===== src/rtl/vga_timing_gen.sv =====
// VGA raster timing generator: counters, 1-cycle-early pixel request, registered syncs/DE/colour.
// Optional colour-bar test pattern (adds i_PATTERN) when VGA_TIMING_GEN_PATTERN_EN is defined.
module vga_timing_gen #(
   parameter int H_ACTIVE   = 640,
   parameter int H_FRONT    = 16,
   parameter int H_SYNC     = 96,
   parameter int H_BACK     = 48,
   parameter int V_ACTIVE   = 480,
   parameter int V_FRONT    = 10,
   parameter int V_SYNC     = 2,
   parameter int V_BACK     = 33,
   parameter bit H_SYNC_POL = 1'b0,
   parameter bit V_SYNC_POL = 1'b0,
   parameter int COLOR_BITS = 4,
   parameter int CNT_W      = 12
) (
   input  logic                    i_CLK,
   input  logic                    i_RESET,
   input  logic [3*COLOR_BITS-1:0] i_RGB,
`ifdef VGA_TIMING_GEN_PATTERN_EN
   input  logic                    i_PATTERN,
`endif
   output logic                    o_REQ,
   output logic [CNT_W-1:0]        o_X,
   output logic [CNT_W-1:0]        o_Y,
   output logic                    o_HSYNC,
   output logic                    o_VSYNC,
   output logic                    o_DE,
   output logic [COLOR_BITS-1:0]   o_RED,
   output logic [COLOR_BITS-1:0]   o_GREEN,
   output logic [COLOR_BITS-1:0]   o_BLUE,
   output logic                    o_FRAME_START,
   output logic                    o_LINE_END
);

   localparam int H_TOTAL = H_ACTIVE + H_FRONT + H_SYNC + H_BACK;
   localparam int V_TOTAL = V_ACTIVE + V_FRONT + V_SYNC + V_BACK;

   localparam logic [CNT_W-1:0] H_LAST     = CNT_W'(H_TOTAL - 1);
   localparam logic [CNT_W-1:0] V_LAST     = CNT_W'(V_TOTAL - 1);
   localparam logic [CNT_W-1:0] H_ACT      = CNT_W'(H_ACTIVE);
   localparam logic [CNT_W-1:0] V_ACT      = CNT_W'(V_ACTIVE);
   localparam logic [CNT_W-1:0] H_HS_START = CNT_W'(H_ACTIVE + H_FRONT);
   localparam logic [CNT_W-1:0] H_HS_END   = CNT_W'(H_ACTIVE + H_FRONT + H_SYNC);
   localparam logic [CNT_W-1:0] V_VS_START = CNT_W'(V_ACTIVE + V_FRONT);
   localparam logic [CNT_W-1:0] V_VS_END   = CNT_W'(V_ACTIVE + V_FRONT + V_SYNC);

   // Strict bound keeps the sync-end compare values representable too.
   generate
      if (longint'(H_TOTAL) >= (longint'(1) << CNT_W) ||
          longint'(V_TOTAL) >= (longint'(1) << CNT_W)) begin : g_size_check
         $error("vga_timing_gen: H/V totals do not fit in CNT_W bits");
      end
   endgenerate

   logic [CNT_W-1:0]        h_cnt_reg, v_cnt_reg;
   logic                    active, hs, vs;
   logic                    req_reg, line_end_reg, frame_start_reg, hs_reg, vs_reg;
   logic [CNT_W-1:0]        x_reg, y_reg;
   logic                    de_reg, hsync_reg, vsync_reg;
   logic [3*COLOR_BITS-1:0] pix, rgb_reg;

   always_ff @(posedge i_CLK) begin
      if (i_RESET) begin
         h_cnt_reg <= '0;
         v_cnt_reg <= '0;
      end else if (h_cnt_reg == H_LAST) begin
         h_cnt_reg <= '0;
         v_cnt_reg <= (v_cnt_reg == V_LAST) ? '0 : v_cnt_reg + CNT_W'(1);
      end else begin
         h_cnt_reg <= h_cnt_reg + CNT_W'(1);
      end
   end

   always_comb begin
      active = (h_cnt_reg < H_ACT) && (v_cnt_reg < V_ACT);
      hs     = (h_cnt_reg >= H_HS_START) && (h_cnt_reg < H_HS_END);
      vs     = (v_cnt_reg >= V_VS_START) && (v_cnt_reg < V_VS_END);
   end

   always_ff @(posedge i_CLK) begin
      if (i_RESET) begin
         req_reg         <= 1'b0;
         x_reg           <= '0;
         y_reg           <= '0;
         line_end_reg    <= 1'b0;
         frame_start_reg <= 1'b0;
         hs_reg          <= 1'b0;
         vs_reg          <= 1'b0;
      end else begin
         req_reg         <= active;
         x_reg           <= h_cnt_reg;
         y_reg           <= v_cnt_reg;
         line_end_reg    <= (h_cnt_reg == H_LAST);
         frame_start_reg <= (h_cnt_reg == '0) && (v_cnt_reg == '0);
         hs_reg          <= hs;
         vs_reg          <= vs;
      end
   end

`ifdef VGA_TIMING_GEN_PATTERN_EN
   logic [CNT_W+2:0]        x_times8;
   logic [2:0]              bar_idx;
   logic [3*COLOR_BITS-1:0] bar_rgb;

   // Bar order white..black maps to R=~idx[1], G=~idx[2], B=~idx[0].
   always_comb begin
      x_times8 = {x_reg, 3'b000};
      bar_idx  = '0;
      for (int k = 1; k < 8; k++) begin
         if (x_times8 >= (CNT_W+3)'(k * H_ACTIVE)) bar_idx = 3'(k);
      end
      bar_rgb = {{COLOR_BITS{~bar_idx[1]}}, {COLOR_BITS{~bar_idx[2]}}, {COLOR_BITS{~bar_idx[0]}}};
   end

   always_comb begin
      pix = i_PATTERN ? bar_rgb : i_RGB;
   end
`else
   always_comb begin
      pix = i_RGB;
   end
`endif

   always_ff @(posedge i_CLK) begin
      if (i_RESET) begin
         de_reg    <= 1'b0;
         hsync_reg <= ~H_SYNC_POL;
         vsync_reg <= ~V_SYNC_POL;
         rgb_reg   <= '0;
      end else begin
         de_reg    <= req_reg;
         hsync_reg <= hs_reg ? H_SYNC_POL : ~H_SYNC_POL;
         vsync_reg <= vs_reg ? V_SYNC_POL : ~V_SYNC_POL;
         rgb_reg   <= req_reg ? pix : '0;
      end
   end

   assign o_REQ         = req_reg;
   assign o_X           = x_reg;
   assign o_Y           = y_reg;
   assign o_LINE_END    = line_end_reg;
   assign o_FRAME_START = frame_start_reg;
   assign o_DE          = de_reg;
   assign o_HSYNC       = hsync_reg;
   assign o_VSYNC       = vsync_reg;
   assign o_RED         = rgb_reg[3*COLOR_BITS-1 -: COLOR_BITS];
   assign o_GREEN       = rgb_reg[2*COLOR_BITS-1 -: COLOR_BITS];
   assign o_BLUE        = rgb_reg[COLOR_BITS-1 -: COLOR_BITS];

endmodule

===== config.mk =====
export PLATFORM = sky130hd
export DESIGN_NAME = vga_timing_gen
export DESIGN_NICKNAME = d
export VERILOG_FILES = /design/src/rtl/vga_timing_gen.sv
export SDC_FILE = /design/constraint.sdc
export NUM_CORES = 1
export LEC_CHECK = 0
export ABC_AREA = 1
export CORE_UTILIZATION = 55
export CTS_BUF_LIST = sky130_fd_sc_hd__clkbuf_4 sky130_fd_sc_hd__clkbuf_8
export DETAILED_ROUTE_END_ITERATION = 10
export MAX_ROUTING_LAYER = met4
export PLACE_DENSITY = 0.86
export SLEW_MARGIN = 5
export SYNTH_ARGS = -nofsm -noshare
export SYNTH_HDL_FRONTEND = slang
export SYNTH_SLANG_ARGS = --single-unit

===== constraint.sdc =====
create_clock -name i_CLK -period 2.4 [get_ports i_CLK]
set_clock_uncertainty 0.15 [all_clocks]
set_input_delay 0.48 -clock i_CLK [delete_from_list [all_inputs] [get_ports i_CLK]]
set_output_delay 0.48 -clock i_CLK [all_outputs]
set_load 0.05 [all_outputs]

==> results of run 1 <==
[cells in the mapped netlist, types with 3 or more instances]
library cell	instances
nand2_2	3
dfxtp_1	68
ha_1	4
nor2_1	80
inv_1	47
nand4_1	10
nor3_1	3
clkbuf_1	4
a21oi_1	12
nand2_1	61
nand3_1	18
[cell usage in the layout (no fill, tap or decap)]
cell type / instances
clkinv_2: 1
nor2_4: 1
xor2_1: 2
clkbuf_8: 9
bufinv_16: 5
nand3_1: 18
inv_2: 2
buf_4: 1
nand2_1: 61
clkinvlp_4: 1
ha_1: 4
nand3_2: 1
inv_1: 47
nand2_2: 3
a21oi_1: 12
clkinv_1: 1
nor4_1: 2
o21ai_0: 2
nand4_1: 10
clkdlybuf4s50_1: 55
dfxtp_1: 68
xnor2_1: 1
nor3_1: 3
nor2_1: 80
o21ai_1: 2
[power by group]
part	switching, uW	internal [uW]
Sequential	9.36	1150
Combinational	94.5	56.0
Clock	426	898
Total	530	2100
[worst min path at each step]
stage                     endpoint  slack [ns]
after detailed placement   o_VSYNC        0.21
after global routing       o_HSYNC        0.25
final                      o_HSYNC        0.23
after floorplan            o_HSYNC        0.20
after global placement     o_HSYNC        0.21
after CTS                  o_HSYNC        0.23
[through the flow]
| stage | utilization [%] | setup slack (ns) | std cells | cell area [sq um] |
|---|---|---|---|---|
| after global placement | 70.69 | 0.5045 | 428 | 3078 |
| after floorplan | - | 0.8668 | 327 | 2496 |
| after CTS | 77.27 | 0.2750 | 444 | 3364 |
| final | 77.27 | 0.2772 | 444 | 3364 |
| after detailed placement | 70.69 | 0.4425 | 428 | 3078 |
| after global routing | 77.27 | 0.2295 | 444 | 3364 |
[layout make-up]
class	count	area [sq um]
multi-input cells	202	905.9
repair buffers	56	558.0
fillers	305	989.7
flip-flops and latches	68	1361
inverters	50	187.7
clock buffers	9	123.9
clock inverters	7	162.7
well taps	52	65.06
[metal layers]
metal  wire (microns)  vias to the layer above  global-route usage (%)  part of all wire, %
li1                 -                     1124                       -                    -
met1             2262                     1040                   26.92                   41
met2             2978                       62                   43.47                   53
met3              237                       11                   6.977                  4.2
met4              102                        0                   11.11                  1.8
met5                0                        -                       -                    0
[kinds of logic after synthesis]
group / count (synthesis) / share of synthesized area, %
and+or+nand+nor: 179 / 30.03
xor gates and xnor gates: 3 / 1.053
AOI/OAI and AO/OA: 16 / 3.208
buffers and inverters: 57 / 9.173
adders and majority gates: 4 / 2.005
DFF: 68 / 54.54
==> results.sh, run 1 <==
export IMPL_core_area_sq_um=4354
export IMPL_yosysTopAreaCell="dfxtp_1"
export IMPL_rows=24
export IMPL_grt_overflow_total=0
export IMPL_postCtsSetupBuffers=0
export IMPL_crit_path_end="o_REQ"
export IMPL_hold_path_class="reg2reg"
export IMPL_rr_worst_depth=8
export IMPL_period_needed_ns=2.123
export IMPL_holdPathStages=1
export IMPL_yosys_warnings=0
export IMPL_max_slew_margin_pct=64.84
export IMPL_holdBufCountCts=0
export IMPL_grt_max_degree=31
export IMPL_synth_nets=345
export IMPL_crit_chain="clkdlybuf4s50_1"
export IMPL_synth_cell_area_sq_um=2496
export IMPL_power_uw=2631
export IMPL_die_x_microns=69.37
export IMPL_dp_hpwl_mm=3.729
export IMPL_finalHoldViolations=0
export IMPL_cp_buffers_inverters=1
export IMPL_synthFlopType="dfxtp_1"
export IMPL_cpPeakStageDelay_ns=0.82
export IMPL_drtIter0Drc=187
export IMPL_synth_cell_types=22
export IMPL_timing_rr_start="h_cnt_reg[0]"
export IMPL_critPathMaxFanout=2
export IMPL_antenna_cells=0
export IMPL_p_per_area_nw_per_um2=782.0
export IMPL_postSynthAreaPerCell_sq_um=7.633
export IMPL_clk_pin_slew_worst_paths_ns=0.07
export IMPL_drc_errors=0
export IMPL_wl_per_cell_microns=12.57
export IMPL_startpoint_type="register"
export IMPL_synth_edf_count=0
export IMPL_finalSetupViolCount=0
export IMPL_cts_htree_levels=3
export IMPL_grtUsageTotal_pct=25.21
export IMPL_max_freq_mhz=471.1
export IMPL_numCtsBuffers=9
export IMPL_syn2layout_area_growth_pct=34.79
export IMPL_yosys_area_top_type_share_pct=54.54
export IMPL_cts_resized=0
export IMPL_grt_pass1_wl_mm=9.197
export IMPL_syn_instance_count=327
export IMPL_first_pass_iters=4
export IMPL_initial_utilization_pct=57.33
export IMPL_synthTopCellsByArea="dfxtp_1, nor2_1, nand2_1, inv_1, nand3_1"
export IMPL_final_nets=405
export IMPL_slew_viol_final=0
export IMPL_hp_start="hs_reg"
export IMPL_clkLatencyLatePin_ns=0.34
export IMPL_cts_tree="built"
export IMPL_vias_per_cell=5.038
export IMPL_slowest_stage="clkdlybuf4s50_1"
export IMPL_pin_count=56
export IMPL_fin_crit_sh_pct=88.45
export IMPL_ant_nets=0
export IMPL_async_flop_share_pct=0
export IMPL_rrSetupSlack_ns=0.49
export IMPL_ys_seq_area_share_pct=54.54
export IMPL_power_leakage_uw=0.001429
export IMPL_arrival_ns=1.49
export IMPL_cts_path_max_buffers=2
export IMPL_crit_type="reg2out"
export IMPL_wirelength_mm=5.580
export IMPL_gp_congestion=0.9163
export IMPL_grt_antenna_before_repair=0
export IMPL_vdd_drop_max_v=0.0005137
export IMPL_die_h_microns=69.37
export IMPL_status="finished, final reports clean"
export IMPL_cts_sinks=68
export IMPL_drive_above_1_share_pct=6.122
export IMPL_worst_pin_slew_ns=0.5258
export IMPL_endpoint_kind="output pin"
export IMPL_rsz0062_at_grt="false"
export IMPL_root_buffer="clkbuf_8"
export IMPL_crit_path_start="o_REQ"
export IMPL_vias=2237
export IMPL_fin_setup_tns_ns=0
export IMPL_holdWs_ns=0.2262
export IMPL_cp_required_ns=1.77
export IMPL_crit_family="buffers and inverters"
export IMPL_path_depth=1
export IMPL_grt_pass1_vias=2132
export IMPL_ys_ff_latch=68
export IMPL_drv_cap=0
export IMPL_die_area_sq_um=4812
export IMPL_port_buffers=55
export IMPL_worstReg2RegEnd="v_cnt_reg[10]"
(Power assumes the default switching activity.)
==> run 2, diff against run 1 <==
GPL_ROUTABILITY_DRIVEN = 0   (was default)
==> results.sh, run 2 (synthesis results as in run 1) <==
export IMPL_clkLatencyLatePin_ns=0.34
export IMPL_cts_resized=0
export IMPL_critPathMaxFanout=2
export IMPL_numCtsBuffers=9
export IMPL_holdWs_ns=0.2348
export IMPL_slowest_stage="clkdlybuf4s50_1"
export IMPL_fin_setup_tns_ns=0
export IMPL_switching_share_pct=22.95
export IMPL_cts_htree_levels=3
export IMPL_timing_rr_start="h_cnt_reg[0]"
export IMPL_port_buffers=55
export IMPL_drtIter0Drc=132
export IMPL_core_area_sq_um=4354
export IMPL_worst_pin_slew_ns=0.5278
export IMPL_slew_viol_final=0
export IMPL_antenna_cells=0
export IMPL_dp_cells=428
export IMPL_ant_nets=0
export IMPL_vias_per_cell=5.025
export IMPL_power_frac_seq_pct=54.0
export IMPL_initial_utilization_pct=57.33
export IMPL_finalHoldViolations=0
export IMPL_die_x_microns=69.37
export IMPL_grt_pass1_wl_mm=8.535
export IMPL_switching_power_uw=491.1
export IMPL_cpPeakStageDelay_ns=0.83
export IMPL_instances_no_fill=443
export IMPL_arrival_ns=1.50
export IMPL_die_area_sq_um=4812
export IMPL_postCtsSetupBuffers=0
export IMPL_rsz0062_at_grt="false"
export IMPL_layout_common_cells="nor2_1, dfxtp_1, nand2_1"
export IMPL_cts_sinks=68
export IMPL_hp_start="hs_reg"
export IMPL_dp_hpwl_mm=3.622
export IMPL_cts_path_max_buffers=2
export IMPL_combPwrFrac_pct=7.0
export IMPL_holdBufCountCts=0
export IMPL_mostFrequentLayoutCell="nor2_1"
export IMPL_max_freq_mhz=470.4
export IMPL_grt_overflow_total=0
export IMPL_status="finished, final reports clean"
export IMPL_crit_family="buffers and inverters"
export IMPL_rows=24
export IMPL_syn2layout_area_growth_pct=30.38
export IMPL_startpoint_type="register"
export IMPL_first_pass_iters=5
export IMPL_die_h_microns=69.37
export IMPL_final_nets=405
export IMPL_hold_path_class="reg2reg"
export IMPL_place_area_sq_um=3078
export IMPL_period_needed_ns=2.126
export IMPL_drc_errors=0
export IMPL_grtUsageTotal_pct=23.51
export IMPL_finalSetupViolCount=0
export IMPL_max_slew_margin_pct=64.70
export IMPL_crit_type="reg2out"
export IMPL_crit_path_start="o_REQ"
export IMPL_endpoint_kind="output pin"
export IMPL_clk_pin_slew_worst_paths_ns=0.07
export IMPL_cts_tree="built"
export IMPL_cp_required_ns=1.77
export IMPL_fin_crit_sh_pct=88.57
export IMPL_wirelength_mm=5.061
export IMPL_power_share_clock_pct=39.0
export IMPL_grt_max_degree=31
export IMPL_power_leakage_uw=0.001385
export IMPL_power_uw=2140
export IMPL_wl_per_cell_microns=11.42
export IMPL_grt_pass1_vias=1967
export IMPL_design_area_sq_um=3254
export IMPL_internal_power_uw=1649
export IMPL_p_per_area_nw_per_um2=657.5
export IMPL_vdd_drop_max_v=0.0003922
export IMPL_grt_antenna_before_repair=0
export IMPL_crit_chain="clkdlybuf4s50_1"
export IMPL_vias=2226
export IMPL_drive_above_1_share_pct=5.882
export IMPL_root_buffer="clkbuf_8"
export IMPL_drv_cap=0
export IMPL_cp_buffers_inverters=1
export IMPL_pin_count=56
## run 2: changes by cell type in the layout (fill, tap and decap cells not counted), sizes merged
cell,delta
bufinv,-5
clkbuf,+4
clkinv,+1
clkinvlp,-1
## run 2: area by class of cell
cell class,count,area (sq um)
clock buffer,13,166.4
clock inverter,2,10.01
fill,331,1100
inverter,50,187.7
multi-input combinational,202,905.9
sequential,68,1361
tap,52,65.06
timing repair buffer,56,558.0
## run 2: worst paths after layout
kind	end	slack, ns	depth (start not counted)
worst min register to register	o_HSYNC	0.23	1
worst max-delay path	o_REQ	0.27	1
worst min-delay path	o_HSYNC	0.23	1
worst max register to register	v_cnt_reg[3]	0.52	8
## run 2: power by group through the flow
stage	combinational (uW)	sequential, uW	clock (uW)
2_1_floorplan	40.8	1230	0
3_3_place_gp	148	1180	0
3_5_place_dp	150	1180	0
4_1_cts	151	1160	852
5_1_grt	161	1160	904
6_report	150	1160	834
## run 2: through the flow
stage | setup WS (ns) | util, %
final | 0.2744 | 74.74
after global routing | 0.2320 | 74.74
after detailed placement | 0.4811 | 70.69
after CTS | 0.2669 | 74.74
after floorplan | 0.8668 | -
after global placement | 0.4966 | 70.69
## run 2: layer usage
metal | wire [microns] | vias to the layer above | GRT usage (%)
met1 | 2122 | 1021 | 24.77
met2 | 2512 | 68 | 39.16
li1 | - | 1119 | -
met3 | 257 | 18 | 7.122
met4 | 169 | 0 | 13.15
met5 | 0 | - | -
